===== config.mk =====
export PLATFORM = sky130hd
export DESIGN_NAME = decimal_entry_to_binary
export DESIGN_NICKNAME = d
export VERILOG_FILES = /design/src/rtl/decimal_entry_to_binary.sv
export SDC_FILE = /design/constraint.sdc
export NUM_CORES = 1
export LEC_CHECK = 0
export ABC_AREA = 1
export CAP_MARGIN = 20
export CORE_ASPECT_RATIO = 1.25
export CORE_MARGIN = 2
export CORE_UTILIZATION = 35
export CTS_BUF_LIST = sky130_fd_sc_hd__clkbuf_2
export DETAILED_ROUTE_END_ITERATION = 10
export GPL_ROUTABILITY_DRIVEN = 0
export SLEW_MARGIN = 20
export SYNTH_ARGS = -nofsm -noshare
export SYNTH_HDL_FRONTEND = slang
export SYNTH_SLANG_ARGS = --single-unit

===== constraint.sdc =====
create_clock -name clk -period 3.6 [get_ports clk]
set_input_delay 0.9 -clock clk [delete_from_list [all_inputs] [get_ports clk]]
set_output_delay 0.9 -clock clk [all_outputs]
set_load 0.02 [all_outputs]

===== src/rtl/decimal_entry_to_binary.sv =====
// Decimal keypad entry to unsigned binary: MSB-first digit accumulation,
// backspace by sequential restoring divide-by-10, clear, and commit.
//
// state | meaning
// ENTRY | idle, accepting digits / clear / commit / backspace
// DIV   | restoring divide of entry_val by 10, one quotient bit per cycle
module decimal_entry_to_binary #(
  parameter int WIDTH      = 16,
  parameter int MAX_DIGITS = 5,
  parameter int DIV_CYCLES = 16
) (
  input  logic             clk,
  input  logic             rst_n,
  input  logic [3:0]       digit_in,
  input  logic             digit_valid,
  output logic             digit_ready,
  input  logic             backspace,
  input  logic             clear,
  input  logic             commit,
  output logic [WIDTH-1:0] entry_val,
  output logic [2:0]       digit_count,
  output logic [WIDTH-1:0] val_out,
  output logic             val_valid,
  output logic             overflow,
  output logic             busy
);

  localparam int CW = $clog2(DIV_CYCLES + 1);

  typedef enum logic {ENTRY, DIV} state_t;

  state_t           state, state_n;
  logic [WIDTH-1:0] entry_val_n, val_out_n;
  logic [2:0]       digit_count_n;
  logic             val_valid_n, overflow_n;
  logic [WIDTH-1:0] div_q, div_q_n;
  logic [3:0]       div_rem, div_rem_n;
  logic [CW-1:0]    div_cnt, div_cnt_n;

  logic [WIDTH+3:0] ext_val, next_val;
  logic             too_big, full;
  logic [4:0]       trial;
  logic             trial_ge;
  logic [WIDTH-1:0] q_step;
  logic [3:0]       rem_step;

  // entry*10 + d via shift-add, with 4 guard bits to catch range overflow
  assign ext_val  = {4'b0000, entry_val};
  assign next_val = (ext_val << 3) + (ext_val << 1) + {{WIDTH{1'b0}}, digit_in};
  assign too_big  = |next_val[WIDTH+3:WIDTH];
  assign full     = (digit_count == 3'(MAX_DIGITS));

  // trial is the remainder plus its 1-bit extension after shifting in the next dividend bit
  assign trial    = {div_rem, div_q[WIDTH-1]};
  assign trial_ge = (trial >= 5'd10);
  assign rem_step = 4'(trial_ge ? (trial - 5'd10) : trial);
  assign q_step   = {div_q[WIDTH-2:0], trial_ge};

  assign digit_ready = (state == ENTRY);
  assign busy        = (state == DIV);

  always_comb begin
    state_n       = state;
    entry_val_n   = entry_val;
    digit_count_n = digit_count;
    val_out_n     = val_out;
    val_valid_n   = 1'b0;
    overflow_n    = overflow;
    div_q_n       = div_q;
    div_rem_n     = div_rem;
    div_cnt_n     = div_cnt;
    case (state)
      ENTRY: begin
        if (clear) begin
          entry_val_n   = '0;
          digit_count_n = '0;
          overflow_n    = 1'b0;
        end else if (commit) begin
          val_out_n     = entry_val;
          val_valid_n   = 1'b1;
          entry_val_n   = '0;
          digit_count_n = '0;
          overflow_n    = 1'b0;
        end else if (backspace) begin
          if (digit_count != 3'd0) begin
            state_n   = DIV;
            div_q_n   = entry_val;
            div_rem_n = '0;
            div_cnt_n = CW'(DIV_CYCLES - 1);
          end
        end else if (digit_valid && (digit_in <= 4'd9)) begin
          if (full || too_big) begin
            overflow_n = 1'b1;
          end else begin
            entry_val_n   = next_val[WIDTH-1:0];
            digit_count_n = digit_count + 3'd1;
          end
        end
      end
      DIV: begin
        if (clear) begin
          state_n       = ENTRY;
          entry_val_n   = '0;
          digit_count_n = '0;
          overflow_n    = 1'b0;
        end else begin
          div_q_n   = q_step;
          div_rem_n = rem_step;
          if (div_cnt == '0) begin
            state_n       = ENTRY;
            entry_val_n   = q_step;
            digit_count_n = digit_count - 3'd1;
          end else begin
            div_cnt_n = div_cnt - CW'(1);
          end
        end
      end
      default: state_n = ENTRY;
    endcase
  end

  always_ff @(posedge clk or negedge rst_n) begin
    if (!rst_n) begin
      state       <= ENTRY;
      entry_val   <= '0;
      digit_count <= '0;
      val_out     <= '0;
      val_valid   <= 1'b0;
      overflow    <= 1'b0;
      div_q       <= '0;
      div_rem     <= '0;
      div_cnt     <= '0;
    end else begin
      state       <= state_n;
      entry_val   <= entry_val_n;
      digit_count <= digit_count_n;
      val_out     <= val_out_n;
      val_valid   <= val_valid_n;
      overflow    <= overflow_n;
      div_q       <= div_q_n;
      div_rem     <= div_rem_n;
      div_cnt     <= div_cnt_n;
    end
  end

endmodule

==> results of run 1 <==
[where the power goes]
group,switching [mW],internal [mW]
registers,0.172,0.912
logic,0.733,0.514
clock network,0.261,0.154
[final cells by class]
type                            instances  area [µm²]  share of cell area (%)
Clock inverter                          5        50.0                   0.978
Sequential cell                        63        1580                    30.8
Timing Repair Buffer                   68         638                    12.5
Multi-Input combinational cell        431        2310                    45.1
Inverter                               78         293                    5.72
Clock buffer                           10        50.0                   0.978
Tap cell                              164         205                    4.01
[cells by family (layout without fill, tap and decap cells)]
group / Yosys count / after routing
xor gates and xnor gates: 2 / 2
buffers and inverters: 96 / 161
AOI/OAI and AO/OA: 93 / 93
adders and majority gates: 40 / 40
DFF: 63 / 63
and+or+nand+nor: 296 / 296
[registers in the layout, summed over array words and instances, names as in the netlist]
| signal | count |
|---|---|
| busy | 1 |
| val_out | 16 |
| val_valid | 1 |
| div_rem | 4 |
| digit_count | 3 |
| overflow | 1 |
| entry_val | 16 |
| div_q | 16 |
| div_cnt | 5 |
[per-stage QoR]
step | cell area, µm² | setup TNS (ps) | hold slack (ps) | cells
6_report | 5120 | 0 | 427 | 819
5_1_grt | 5120 | 0 | 434 | 819
4_1_cts | 5120 | 0 | 412 | 819
3_5_place_dp | 5020 | -3420 | 465 | 804
3_3_place_gp | 5020 | -2040 | 457 | 804
2_1_floorplan | 4280 | 0 | 440 | 590
[path summary, 6_finish.rpt]
check / end / cells after the start
setup / recovery: entry_val[5]$_DFFE_PN0P_ / 18
hold / removal: div_q[12]$_DFFE_PN0P_ / 1
setup reg to reg: entry_val[5]$_DFFE_PN0P_ / 17
hold reg to reg: val_out[6]$_DFFE_PN0P_ / 2
max in group asynchronous: entry_val[6]$_DFFE_PN0P_ / 2
min in group clk: val_out[6]$_DFFE_PN0P_ / 2
[cell usage after synthesis]
library cell  count
ha_1             38
buf_4             3
and2_1            2
nand2_4           2
nor3_1            2
nand3b_1          2
nor2_1           35
nor3_2            2
nand3_1          34
nand2_1         199
o21bai_1          1
clkbuf_1          8
or2_1             1
xnor2_1           1
a21oi_2           3
buf_2             5
and3_1            2
nand4_1           2
o21ai_0          44
dfrtp_1          63
o22ai_1          10
xor2_1            1
fa_1              2
or2_4             1
inv_2             4
nor2_2            5
nand2_2           6
a31oi_1           2
inv_1            74
a21oi_1          20
buf_8             2
nand3_2           1
o211ai_1         13
[critical path, delay by kind of cell]
| kind | cells | cell delay (ps) |
|---|---|---|
| fa+ha+maj | 2 | 990 |
| buf+inv | 4 | 830 |
| simple gates | 12 | 970 |
[metal layers]
layer / share of wire [%] / up-vias / global-route usage [%]
met2: 48 / 87 / 29.7
met5: 0 / - / 0
met1: 45 / 1818 / 23.9
li1: - / 2019 / -
met3: 4.9 / 12 / 3.11
met4: 1.5 / 0 / 5.19
==> impl_results.md, run 1 <==
- Outcome: finished clean
- Worst Setup Path Type: input port to flop
- Critical Path RT: 4030 ps
- Leading cell type in the layout, fill and taps excluded: nand2_1
- Period utilization: 90.8%
- Unrepaired setup endpoints after global routing: false
- Yosys reg bits: 63
- Initial core utilization: 35.6%
- P_leak: 2.72 nW
- DP Worst Slack: -187 ps
- Slew Limit Fails: 0
- Achievable frequency: 306 MHz
- Core Area: 12,000 µm²
- Clk buf depth: 2
- Post-CTS Resized: 0
- R2R Path Start: entry_val[0]$_DFFE_PN0P_
- Cells after Synth: 590
- Fraction of synthesized cell area in xor and xnor cells: 0.409%
- IR drop worst, VDD: 0.266 mV
- Worst Path Max Fanout: 11
- FP Rows: 45
- Synth Warn #: 0
- Vias per cell: 4.81
- Vias: 3,936
- Min Tclk post-route: 3270 ps
- Die Width: 103 µm
- CP endpoint kind: flop
- I/O Buffers: 48
- Slew headroom: 51.8%
- Remaining antenna violation count after routing: 0
- DIE HEIGHT: 128 µm
- Worst Slack Setup Final: 330 ps
- Commonest cells after routing, fill and taps aside: 199 x nand2_1, 74 x inv_1, 63 x dfrtp_1
- Area Overhead vs Synth: 19.5%
- Synth Area in Compound Gates: 12.3%
- Max-cap violations: 0
- Largest net degree at the start of global routing: 37
- CTS buffer count: 9
- Post-synthesis mux area share: 0%
- CP cell instances: clkdlybuf4s50_1 -> inv_1 -> fa_1 -> fa_1 -> inv_1 -> nand2_1 -> nand2_1 -> nand3_1 -> nand2_2 -> nand2_1 -> nand3_1 -> nand2_1 -> nor2_2 -> nand2_2 -> nand2_4 -> buf_4 -> nand3_1 -> nand2_1
- Crit-path slowest cell: fa_1
- Synthesized area: 4280 µm²
- Mapped Nets: 640
- Final HPWL from detailed placement: 8240 µm
- # clock sinks: 63
- HP Class: input port to async pin
- Final setup viols: 0
- GRT Total Usage: 17.9%
- Crit path top cell by count: nand2_1
- Main combinational cell family by area after synthesis: simple AND/OR/NAND/NOR gates
- I/O Pins: 49
- Fillers: 1,295
- Post-synthesis simple-gate area fraction: 29.1%
- First drt pass iteration count: 5
- Final core occ: 42.5%
- Vias in the first global route: 3,887
- Post-Synth Adder-Cell Area: 12.0%
- Post-Route Skew: 24.4 ps
- CTS tree: yes
- Post CTS Setup Buffer Count: 0
- Layout net count: 701
- Synth area leaders: dfrtp_1 37%, nand2_1 17%, ha_1 11%
- Synth cell types: 33
- CP peak stage delay: 520 ps
- Die area: 13,100 µm²
- Drc violations: 0
- Sequential-to-total area share from yosys stat: 36.8%
- Layout cells sized above 1: 8.85%
- Reg2Reg Setup Slack: 690 ps
- Overflow after GRT: 0
- Total power draw: 2.75 mW
- Setup crit start kind: input port
- Arr. time, crit path: 3700 ps
- Fin. Hold Viols: 0
- Critical Path Source: digit_in[3]
- First-pass GRT wire length: 18,700 µm
- Power density over cell area: 536 nW/µm²
- Root Driver: clkbuf_2
- Htree depth: 3
- Yosys top cell area share: 36.8%
- Initial antenna violation count: 0
- Syn avg cell area: 7.26 µm²
- Worst-Margin Slew: 723 ps
- # diodes: 0
- Initial drt markers: 175
- Clk slew on worst S/H paths: 180 ps
- Final WL: 10,900 µm
- Worst-skew pair later-pin latency: 500 ps
- Post-synth top area cell: dfrtp_1
- Routed wire length per instance: 13.3 µm
- Hold-fix buffers, CTS: 0
Power figures use the tool's default switching activity.
==> run 2: changes to the inputs <==
Clock period 3.6 ns to 4.1 ns, I/O delays scaled along.
==> run 2 against run 1 <==
Flip-flop and latch count did not move. Hold slack better by 52 ps. Clock-buffer cell count decreased by 1. Setup slack better by 400 ps. First-iteration DRC count is 37% higher. Non-clock buffer count down 11.
==> impl_results.md, run 2 (synthesis gave the netlist of run 1 again) <==
- Outcome: finished clean
- Clk buf depth: 2
- Unrepaired setup endpoints after global routing: false
- Worst Setup Path Type: input port to flop
- Htree depth: 3
- Min Tclk post-route: 3370 ps
- Slew headroom: 52.5%
- End of the critical path: entry_val[9]$_DFFE_PN0P_
- Initial drt markers: 240
- GRT Total Usage: 18.6%
- Crit path buf inv count: 4
- Core Area: 12,000 µm²
- P_leak: 2.67 nW
- Commonest cells after routing, fill and taps aside: 199 x nand2_1, 74 x inv_1, 63 x dfrtp_1
- Vias in the first global route: 3,955
- Sequential Area: 1580 µm²
- Critical Path Source: digit_in[3]
- Slew Limit Fails: 0
- Root Driver: clkbuf_2
- Achievable frequency: 297 MHz
- IR drop worst, VDD: 0.317 mV
- Reg2reg path depth: 17
- CP cell instances: clkdlybuf4s50_1 -> inv_1 -> fa_1 -> fa_1 -> inv_1 -> nand2_1 -> nand2_1 -> nand3_1 -> nand2_2 -> nand2_1 -> nand3_1 -> nand2_1 -> nor2_2 -> nand2_2 -> nand2_4 -> buf_4 -> nand3_1 -> nand2_1
- Die Width: 103 µm
- HP Class: input port to async pin
- Worst r2r dst: entry_val[9]$_DFFE_PN0P_
- Final WL: 11,300 µm
- CTS tree: yes
- Number of cells on the critical path: 18
- Area Overhead vs Synth: 17.7%
- Power density over cell area: 478 nW/µm²
- Largest net degree at the start of global routing: 37
- Setup crit start kind: input port
- Overflow after GRT: 0
- CTS buffer count: 9
- Initial core utilization: 35.6%
- Final Cell Area: 5040 µm²
- Post-Route Skew: 28.2 ps
- # diodes: 0
- Post-CTS Resized: 0
- Hold-fix buffers, CTS: 0
- Layout cells sized above 1: 7.75%
- DIE HEIGHT: 128 µm
- CP peak stage delay: 520 ps
- Post CTS Setup Buffer Count: 0
- Final setup viols: 0
- Fillers: 1,266
- Final HPWL from detailed placement: 8320 µm
- I/O Buffers: 48
- Remaining antenna violation count after routing: 0
- CP delay by family, top: simple AND/OR/NAND/NOR gates
- # clock sinks: 63
- Crit path top cell by count: nand2_1
- Biggest regs: div_q: 16 flops, entry_val: 16 flops, val_out: 16 flops
- Period utilization: 82.2%
- Fin Hold WS: 479 ps
- Vias per cell: 4.83
- First drt pass iteration count: 4
- Crit-path slowest cell: fa_1
- Initial antenna violation count: 0
- Reg2Reg Setup Slack: 1150 ps
- Worst-skew pair later-pin latency: 560 ps
- Final core occ: 41.9%
- Critical Path RT: 4600 ps
- R2R Path Start: entry_val[2]$_DFFE_PN0P_
- Worst Path Max Fanout: 11
- TNS Setup: 0 ps
- Post-DP Area: 4920 µm²
- Clk slew on worst S/H paths: 210 ps
- Die area: 13,100 µm²
- Footprint of the multi-input gates: 2310 µm²
- CP endpoint kind: flop
- Routed wire length per instance: 14.0 µm
- Arr. time, crit path: 3870 ps
- Max-cap violations: 0
- Drc violations: 0
- Vias: 3,908
- I/O Pins: 49
- Leading cell type in the layout, fill and taps excluded: nand2_1
- Layout net count: 690
- Fin. Hold Viols: 0
- Worst-Margin Slew: 712 ps
- FP Rows: 45
- First-pass GRT wire length: 19,100 µm
-- run 2: cell count changes in the layout (fill, tap and decap cells not counted), sizes merged --
cell | before | now
buf | 21 | 10
clkbuf | 10 | 9
clkinv | 3 | 5
-- run 2: area by class of cell --
cell class                 instances  area share [%]
clock inverter                     7            1.46
sequential                        63            31.3
inverter                          78            5.81
tap                              164            4.07
clock buffer                       9           0.893
multi-input combinational        431            45.7
timing repair buffer              57            10.8
-- run 2: metal layers --
metal,vias to the layer above,track usage (%),part of all wire [%]
met3,30,3.98,5.1
met2,97,30.7,48
met1,1791,23.4,44
met4,0,7.89,2.9
li1,1990,-,-
met5,-,0,0
-- run 2: through the flow --
step	total power [mW]	instances	setup slack [ps]
final	2.41	809	729
after global routing	2.62	809	426
after CTS	2.44	809	745
after detailed placement	2.03	793	145
after global placement	2.00	793	204
after floorplan	1.64	590	836
-- run 2: worst min path at each step --
stage                                       from                         end  cells after the start
after detailed placement  val_out[6]$_DFFE_PN0P_      val_out[6]$_DFFE_PN0P_                      2
after floorplan           div_cnt[0]$_DFFE_PN0P_      div_cnt[0]$_DFFE_PN0P_                      1
after global placement    div_cnt[0]$_DFFE_PN0P_      div_cnt[0]$_DFFE_PN0P_                      1
after global routing                       rst_n  digit_count[1]$_DFFE_PN0P_                      1
after CTS                                  rst_n      div_cnt[1]$_DFFE_PN0P_                      1
final                                      rst_n  digit_count[1]$_DFFE_PN0P_                      1
-- run 2: worst register-to-register path, stage by stage, from the launching register on --
cell     delay, ps
dfrtp_1        510
inv_1          120
fa_1           500
fa_1           470
inv_1           90
nand2_1         50
nand2_1         90
nand3_1         90
nand2_2        100
nand2_1         70
nand3_1         70
nand2_1         60
nor2_2         110
nand2_2         80
nand2_4        130
buf_4          210
nand3_1         90
nand2_1         80
-- run 2: power breakdown --
group,internal [mW],leakage [nW],switching [mW]
clock,0.141,0.0718,0.266
sequential,0.801,0.836,0.153
combinational,0.414,1.77,0.636
total,1.36,2.67,1.05
